[src/rtl/mau_pkg.sv]
// Shared encodings and helpers for the memory access unit.
package mau_pkg;

  localparam logic [1:0] SZ_B = 2'd0;
  localparam logic [1:0] SZ_H = 2'd1;
  localparam logic [1:0] SZ_W = 2'd2;
  localparam logic [1:0] SZ_D = 2'd3;

  typedef enum logic [1:0] {
    IDLE = 2'd0,
    BUS  = 2'd1,
    RESP = 2'd2
  } state_t;

  // Width of the byte-lane index inside one bus beat.
  function automatic int lane_w(input int data_w);
    return $clog2(data_w / 8);
  endfunction

endpackage

[src/rtl/mau_if.sv]
// Pipeline-side and bus-side signals of the memory access unit.
interface mau_if #(
  parameter int ADDR_W = 32,
  parameter int DATA_W = 32
);
  logic              req_valid;
  logic              req_ready;
  logic              req_we;
  logic [1:0]        req_size;
  logic              req_unsigned;
  logic [ADDR_W-1:0] req_addr;
  logic [DATA_W-1:0] req_wdata;
  logic              rsp_valid;
  logic [DATA_W-1:0] rsp_rdata;
  logic              rsp_err;
  logic              Bus_req;
  logic              Bus_ack;
  logic [ADDR_W-1:0] Bus_addr;
  logic              Bus_we;
  logic [DATA_W/8-1:0] Bus_wstrb;
  logic [DATA_W-1:0] Bus_wdata;
  logic [DATA_W-1:0] Bus_rdata;

  modport master (
    input  req_valid, req_we, req_size, req_unsigned, req_addr, req_wdata, Bus_ack, Bus_rdata,
    output req_ready, rsp_valid, rsp_rdata, rsp_err, Bus_req, Bus_addr, Bus_we, Bus_wstrb, Bus_wdata
  );

  modport slave (
    output req_valid, req_we, req_size, req_unsigned, req_addr, req_wdata, Bus_ack, Bus_rdata,
    input  req_ready, rsp_valid, rsp_rdata, rsp_err, Bus_req, Bus_addr, Bus_we, Bus_wstrb, Bus_wdata
  );
endinterface

[src/rtl/mau_lane_align.sv]
// Byte-lane steering: store strobes/data onto lanes, load extraction and extension.
module mau_lane_align
  import mau_pkg::*;
#(
  parameter int DATA_W = 32,
  parameter int NB     = DATA_W / 8,
  parameter int LW     = lane_w(DATA_W)
) (
  input  logic [1:0]        size,
  input  logic [LW-1:0]     lane,
  input  logic              is_unsigned,
  input  logic [DATA_W-1:0] wdata,
  input  logic [DATA_W-1:0] rdata,
  output logic [NB-1:0]     wstrb,
  output logic [DATA_W-1:0] wdata_lanes,
  output logic [DATA_W-1:0] rdata_ext
);

  logic [NB-1:0]     bmask_s;
  logic [DATA_W-1:0] dmask_s;
  logic [DATA_W-1:0] shifted_s;
  logic              sign_s;
  int                nbytes_s;

  // Access-size byte mask, then shift it and the data into lane position.
  always_comb begin
    nbytes_s = int'(4'd1 << size);
    for (int i = 0; i < NB; i++) begin
      bmask_s[i] = (i < nbytes_s);
    end
    for (int b = 0; b < DATA_W; b++) begin
      dmask_s[b] = bmask_s[b / 8];
    end
    wstrb       = bmask_s << lane;
    wdata_lanes = (wdata & dmask_s) << {lane, 3'b000};
    shifted_s   = rdata >> {lane, 3'b000};
    case (size)
      SZ_B:    sign_s = shifted_s[7];
      SZ_H:    sign_s = shifted_s[15];
      SZ_W:    sign_s = shifted_s[31];
      default: sign_s = shifted_s[DATA_W-1];
    endcase
    for (int b = 0; b < DATA_W; b++) begin
      rdata_ext[b] = dmask_s[b] ? shifted_s[b] : (sign_s & ~is_unsigned);
    end
  end

endmodule

[src/rtl/mem_access_unit.sv]
// Multi-cycle load/store bus master: req/ack toward the bus, ready/valid toward the pipeline.
module mem_access_unit
  import mau_pkg::*;
#(
  parameter int ADDR_W  = 32,
  parameter int DATA_W  = 32,
  parameter int TIMEOUT = 15
) (
  input logic  cpu_clk,
  input logic  cpu_rst,
  mau_if.master io
);

  localparam int NB = DATA_W / 8;
  localparam int LW = lane_w(DATA_W);
  localparam int TW = $clog2(TIMEOUT + 1);

  state_t            state_r, state_s;
  logic [TW-1:0]     timer_r;
  logic [1:0]        size_r;
  logic              uns_r;
  logic [LW-1:0]     lane_r;
  logic              bus_req_r, bus_we_r;
  logic [ADDR_W-1:0] bus_addr_r;
  logic [NB-1:0]     bus_wstrb_r;
  logic [DATA_W-1:0] bus_wdata_r;
  logic              rsp_valid_r, rsp_err_r;
  logic [DATA_W-1:0] rsp_rdata_r;
  logic              accept_s, illegal_s, ack_s, timeout_s;
  logic [1:0]        al_size_s;
  logic [LW-1:0]     al_lane_s;
  logic [NB-1:0]     al_wstrb_s;
  logic [DATA_W-1:0] al_wdata_s, al_rdata_s;

  // Misalignment and unsupported-size detection on the incoming request.
  always_comb begin
    case (io.req_size)
      SZ_B:    illegal_s = 1'b0;
      SZ_H:    illegal_s = io.req_addr[0];
      SZ_W:    illegal_s = |io.req_addr[1:0];
      SZ_D:    illegal_s = (DATA_W == 32) ? 1'b1 : |io.req_addr[2:0];
      default: illegal_s = 1'b1;
    endcase
  end

  // Next-state logic; an ack on the timeout edge still completes normally.
  always_comb begin
    state_s   = state_r;
    accept_s  = 1'b0;
    ack_s     = 1'b0;
    timeout_s = 1'b0;
    case (state_r)
      IDLE: begin
        if (io.req_valid) begin
          accept_s = 1'b1;
          state_s  = illegal_s ? RESP : BUS;
        end else begin
          state_s = IDLE;
        end
      end
      BUS: begin
        if (io.Bus_ack) begin
          ack_s   = 1'b1;
          state_s = RESP;
        end else if (timer_r == TW'(TIMEOUT - 1)) begin
          timeout_s = 1'b1;
          state_s   = RESP;
        end else begin
          state_s = BUS;
        end
      end
      RESP:    state_s = IDLE;
      default: state_s = IDLE;
    endcase
  end

  // State register.
  always_ff @(posedge cpu_clk) begin
    if (!cpu_rst) state_r <= IDLE;
    else          state_r <= state_s;
  end

  // Steering uses live request fields while idle, captured fields during the access.
  assign al_size_s = (state_r == IDLE) ? io.req_size : size_r;
  assign al_lane_s = (state_r == IDLE) ? io.req_addr[LW-1:0] : lane_r;

  mau_lane_align #(.DATA_W(DATA_W)) u_align (
    .size        (al_size_s),
    .lane        (al_lane_s),
    .is_unsigned (uns_r),
    .wdata       (io.req_wdata),
    .rdata       (io.Bus_rdata),
    .wstrb       (al_wstrb_s),
    .wdata_lanes (al_wdata_s),
    .rdata_ext   (al_rdata_s)
  );

  // Request capture, bus drive registers, timer and response registers.
  always_ff @(posedge cpu_clk) begin
    if (!cpu_rst) begin
      timer_r     <= '0;
      size_r      <= 2'd0;
      uns_r       <= 1'b0;
      lane_r      <= '0;
      bus_req_r   <= 1'b0;
      bus_we_r    <= 1'b0;
      bus_addr_r  <= '0;
      bus_wstrb_r <= '0;
      bus_wdata_r <= '0;
      rsp_valid_r <= 1'b0;
      rsp_err_r   <= 1'b0;
      rsp_rdata_r <= '0;
    end else begin
      rsp_valid_r <= 1'b0;
      if (accept_s) begin
        size_r  <= io.req_size;
        uns_r   <= io.req_unsigned;
        lane_r  <= io.req_addr[LW-1:0];
        timer_r <= '0;
        if (illegal_s) begin
          rsp_valid_r <= 1'b1;
          rsp_err_r   <= 1'b1;
          rsp_rdata_r <= '0;
        end else begin
          bus_req_r   <= 1'b1;
          bus_we_r    <= io.req_we;
          bus_addr_r  <= {io.req_addr[ADDR_W-1:LW], {LW{1'b0}}};
          bus_wstrb_r <= io.req_we ? al_wstrb_s : '0;
          bus_wdata_r <= io.req_we ? al_wdata_s : '0;
        end
      end else if (ack_s || timeout_s) begin
        bus_req_r   <= 1'b0;
        rsp_valid_r <= 1'b1;
        rsp_err_r   <= timeout_s;
        rsp_rdata_r <= (ack_s && !bus_we_r) ? al_rdata_s : '0;
      end else if (state_r == BUS) begin
        timer_r <= timer_r + TW'(1);
      end
    end
  end

  assign io.req_ready = (state_r == IDLE);
  assign io.rsp_valid = rsp_valid_r;
  assign io.rsp_err   = rsp_err_r;
  assign io.rsp_rdata = rsp_rdata_r;
  assign io.Bus_req   = bus_req_r;
  assign io.Bus_we    = bus_we_r;
  assign io.Bus_addr  = bus_addr_r;
  assign io.Bus_wstrb = bus_wstrb_r;
  assign io.Bus_wdata = bus_wdata_r;

endmodule

[src/flat_wrapper.sv]
// flat-port wrapper written by rule: the top's interface ports become plain ports
module mem_access_unit_flat import mau_pkg::*;
#(
  parameter int ADDR_W  = 32,
  parameter int DATA_W  = 32,
  parameter int TIMEOUT = 15
)
  (cpu_clk, cpu_rst, io_req_valid, io_req_we, io_req_size, io_req_unsigned, io_req_addr, io_req_wdata, io_Bus_ack, io_Bus_rdata, io_req_ready, io_rsp_valid, io_rsp_rdata, io_rsp_err, io_Bus_req, io_Bus_addr, io_Bus_we, io_Bus_wstrb, io_Bus_wdata);
  mau_if #(.ADDR_W(ADDR_W), .DATA_W(DATA_W)) io_i ();
  input logic cpu_clk;
  input logic cpu_rst;
  input wire logic [$bits(io_i.req_valid)-1:0] io_req_valid;
  input wire logic [$bits(io_i.req_we)-1:0] io_req_we;
  input wire logic [$bits(io_i.req_size)-1:0] io_req_size;
  input wire logic [$bits(io_i.req_unsigned)-1:0] io_req_unsigned;
  input wire logic [$bits(io_i.req_addr)-1:0] io_req_addr;
  input wire logic [$bits(io_i.req_wdata)-1:0] io_req_wdata;
  input wire logic [$bits(io_i.Bus_ack)-1:0] io_Bus_ack;
  input wire logic [$bits(io_i.Bus_rdata)-1:0] io_Bus_rdata;
  output wire logic [$bits(io_i.req_ready)-1:0] io_req_ready;
  output wire logic [$bits(io_i.rsp_valid)-1:0] io_rsp_valid;
  output wire logic [$bits(io_i.rsp_rdata)-1:0] io_rsp_rdata;
  output wire logic [$bits(io_i.rsp_err)-1:0] io_rsp_err;
  output wire logic [$bits(io_i.Bus_req)-1:0] io_Bus_req;
  output wire logic [$bits(io_i.Bus_addr)-1:0] io_Bus_addr;
  output wire logic [$bits(io_i.Bus_we)-1:0] io_Bus_we;
  output wire logic [$bits(io_i.Bus_wstrb)-1:0] io_Bus_wstrb;
  output wire logic [$bits(io_i.Bus_wdata)-1:0] io_Bus_wdata;
  assign io_i.req_valid = io_req_valid;
  assign io_i.req_we = io_req_we;
  assign io_i.req_size = io_req_size;
  assign io_i.req_unsigned = io_req_unsigned;
  assign io_i.req_addr = io_req_addr;
  assign io_i.req_wdata = io_req_wdata;
  assign io_i.Bus_ack = io_Bus_ack;
  assign io_i.Bus_rdata = io_Bus_rdata;
  assign io_req_ready = io_i.req_ready;
  assign io_rsp_valid = io_i.rsp_valid;
  assign io_rsp_rdata = io_i.rsp_rdata;
  assign io_rsp_err = io_i.rsp_err;
  assign io_Bus_req = io_i.Bus_req;
  assign io_Bus_addr = io_i.Bus_addr;
  assign io_Bus_we = io_i.Bus_we;
  assign io_Bus_wstrb = io_i.Bus_wstrb;
  assign io_Bus_wdata = io_i.Bus_wdata;
  mem_access_unit #(.ADDR_W(ADDR_W), .DATA_W(DATA_W), .TIMEOUT(TIMEOUT)) u_core (.cpu_clk(cpu_clk), .cpu_rst(cpu_rst), .io(io_i));
endmodule
[config.mk]
export PLATFORM = sky130hd
export DESIGN_NAME = mem_access_unit_flat
export DESIGN_NICKNAME = d
export VERILOG_FILES = /design/src/rtl/mau_pkg.sv /design/src/rtl/mau_if.sv /design/src/rtl/mau_lane_align.sv /design/src/rtl/mem_access_unit.sv /design/src/flat_wrapper.sv
export SDC_FILE = /design/constraint.sdc
export NUM_CORES = 1
export LEC_CHECK = 0
export BUFFER_PORTS_ARGS = -buffer_cell sky130_fd_sc_hd__buf_4
export CAP_MARGIN = 40
export CORE_MARGIN = 1.5
export CORE_UTILIZATION = 36
export CTS_CLUSTER_SIZE = 20
export DETAILED_ROUTE_END_ITERATION = 8
export GPL_TIMING_DRIVEN = 0
export PLACE_DENSITY = 0.64
export SETUP_SLACK_MARGIN = 0.3
export SLEW_MARGIN = 10
export SYNTH_ARGS = -nofsm -noshare
export SYNTH_HDL_FRONTEND = slang
export SYNTH_SLANG_ARGS = --single-unit
[constraint.sdc]
create_clock -name cpu_clk -period 2.45 [get_ports cpu_clk]
set_input_delay 0.49 -clock cpu_clk [delete_from_list [all_inputs] [get_ports cpu_clk]]
set_output_delay 0.49 -clock cpu_clk [all_outputs]
set_load 0.05 [all_outputs]
==> metrics.cfg <==
[floorplanning]
die_h_um=124
core_mm2=0.0140
top_level_ports=209
start_util_pct=37.4
die_area_mm2=0.0153
rows=43
die_w_um=124

[logic_synthesis]
ys.flop_type=dfxtp_1
syn-cell-area_mm2=0.00525
async_flop_share_pct=0
ys_ff_latch=113
ys_seq_area_share_pct=43.1
synth_warnings=0
syn_inst=606
synth_edf_count=0
synth_cell_types=57
syn_avg_cell_area_um2=8.67

[route]
drc=0
drtAntennaViolNets=0
totalWireLength_um=18400
route.vias.total=5555
wl_per_cell_um=17.7
drt-initial-drc-count=358
first_pass_iters=5
viasPerCell=5.34

[placed_design]
dp_cells=993
post-dp-hpwl_um=13900
dp_slack_ns=-0.364
place_congestion=0.905
port_buffers=205
place_area_mm2=0.00704

[run]
cap_violations=0

[timing]
finalWorstSetupSlack_ns=0.263
worst_pin_slew_ns=0.665
slew_violations=0
finalHoldViolCount=0
relSlewSlack_pct=55.7
fin_skew_ns=0.00593
grt_setup_unrepaired=true
clock.fmax_ghz=0.457
layout_worst_path_cycle_share_pct=89.3
setup_viol=0
final.min_clock_period_ns=2.19

[worst_setup_path]
path_class=flop to flop
startpoint_type=flop
required_ns=2.72
worstSetupEndpointType=flop
worstPathArrival_ns=2.45
worstPathMaxFanout=8

[power]
ir_worst_vdd_v=0.000446
power.density_mw_per_mm2=713
power.leakage_nw=3.44
fin_total_pwr_mw=5.65

[clock_tree]
cts_tree=built
path_clk_slew_ns=0.05
cts_root_buf=clkbuf_16
cts-buffers-inserted=17
htree_levels=4
holdBufCountCts=0
clkSinkCount=113
cts_buffer_depth=2
clk_latency_ns=0.42

[final_layout]
final_cells=1041
num-fill-cells=1280
final_cell_mix=buf_4 (225), nand2_1 (127), dfxtp_1 (111), a21oi_1 (63), nor2_1 (28)
insertedDiodeCount=0
drive_gt1_share_pct=39.5
syn2layout_area_growth_pct=51.0
final_area_mm2=0.00793
final_common_cell=buf_4
nets=954
finalCoreUtilization_pct=56.5

[hold_path]
hold_path.class=input port to flop

[grt]
overflow=0
grt_first_pass_wirelength_um=27900
grt_pass1_vias=5408
antenna_found_initial=0
grt_max_degree=17
grt_usage_pct=24.0

[status]
status=completed

## stage by stage
stage	hold WS [ns]	setup TNS, ns
2_1_floorplan	0.461	0
3_3_place_gp	0.441	-4.55
3_5_place_dp	0.445	-10.64
4_1_cts	0.277	0
5_1_grt	0.291	0
6_report	0.299	0
## flip-flops by register name (all words and copies together), names as in the netlist
signal               count
u_core.io.Bus_addr      30
u_core.io.Bus_req        1
u_core.size_r            2
u_core.lane_r            2
u_core.uns_r             1
u_core.io.Bus_wstrb      4
u_core.io.Bus_wdata     32
u_core.state_r           2
u_core.timer_r           4
u_core.io.Bus_we         1
u_core.io.rsp_valid      1
u_core.io.rsp_rdata     32
u_core.io.rsp_err        1
## report_power, final
group | internal [mW] | leakage [nW] | switching [mW]
logic | 0.458 | 2.22 | 0.716
registers | 1.90 | 0.917 | 0.0427
clock network | 1.67 | 0.298 | 0.869
## routing by layer
| metal | part of all wire [%] | vias up | wire length, um | global-route usage (%) |
|---|---|---|---|---|
| met4 | 1.8 | 0 | 328 | 8.91 |
| li1 | - | 2662 | - | - |
| met1 | 41 | 2621 | 7580 | 29.8 |
| met2 | 48 | 246 | 8810 | 38.5 |
| met3 | 9.0 | 26 | 1650 | 8.10 |
| met5 | 0 | - | 0 | 0 |
## worst paths after layout
| kind | to | slack (ns) | cells past startpoint | startpoint |
|---|---|---|---|---|
| hold / removal | u_core.io.rsp_err$_SDFFE_PN0P_ | 0.30 | 2 | io_Bus_ack |
| setup / recovery | u_core.io.rsp_rdata[12]$_SDFFE_PN0P_ | 0.26 | 7 | u_core.state_r[0]$_SDFF_PN0_ |
| hold reg to reg | u_core.io.Bus_wdata[18]$_SDFFE_PN0P_ | 0.45 | 2 | u_core.io.Bus_wdata[18]$_SDFFE_PN0P_ |
| setup reg to reg | u_core.io.rsp_rdata[12]$_SDFFE_PN0P_ | 0.26 | 7 | u_core.state_r[0]$_SDFF_PN0_ |
## area by class of cell
cell class | instances | area (um^2) | area share [%]
Clock inverter | 11 | 135 | 1.70
Clock buffer | 21 | 470 | 5.93
Sequential cell | 113 | 2270 | 28.6
Tap cell | 180 | 225 | 2.84
Inverter | 24 | 103 | 1.29
Buffer | 44 | 234 | 2.95
Timing Repair Buffer | 222 | 1660 | 21.0
Multi-Input combinational cell | 426 | 2830 | 35.7
## synthesized netlist by cell type (2+ instances only)
cell	count	share of area (%)
mux2_2	23	4.9
o31ai_1	16	2.3
nor2_1	33	2.4
nand3_1	5	0.48
ha_1	2	0.48
a221o_1	8	1.5
or3_1	2	0.24
xor2_1	2	0.33
a22o_1	19	3.2
buf_2	10	0.95
o22ai_1	2	0.24
nor2b_1	4	0.48
a21oi_1	65	6.2
o21ai_0	25	2.4
mux4_2	8	3.4
a311oi_1	7	1.2
a211oi_1	9	1.3
nand4_1	2	0.24
nand2_1	127	9.1
a221oi_1	12	2.0
nand2b_1	3	0.36
inv_1	23	1.6
a32oi_1	3	0.50
a31oi_1	3	0.36
mux2i_1	3	0.57
buf_4	2	0.29
nor3b_1	3	0.43
clkbuf_1	30	2.1
o221ai_1	2	0.33
and2_1	4	0.48
a22oi_1	11	1.6
dfxtp_1	113	43
## kinds of logic (layout without fill, tap and decap cells)
group / after synthesis / count (layout) / synth area share [%]
AND/OR/NAND/NOR: 193 / 193 / 16.0
AO/OA/AOI/OAI: 191 / 191 / 25.1
flip-flops: 113 / 113 / 43.1
buffers and inverters: 68 / 322 / 5.46
multiplexers: 35 / 35 / 9.36
XOR/XNOR: 3 / 3 / 0.500
adder cells (fa/ha/maj): 2 / 2 / 0.476
other: 1 / 2 / 0.0714
## critical path, stage by stage (launching register included)
cell,delay [ns]
dfxtp_2,0.33
or2_4,0.24
buf_6,0.14
inv_12,0.06
mux2i_4,0.32
mux4_2,0.63
o2111ai_4,0.16
a311oi_1,0.15
## what timing repair did
item / 4_1_cts / 5_1_grt
pin swaps: 3 / 6
endpoints found under the setup margin: 90 / 65
resized for setup: 25 / 32
setup buffers: 12 / 4
Note: power is estimated with default switching activity, not from simulation.
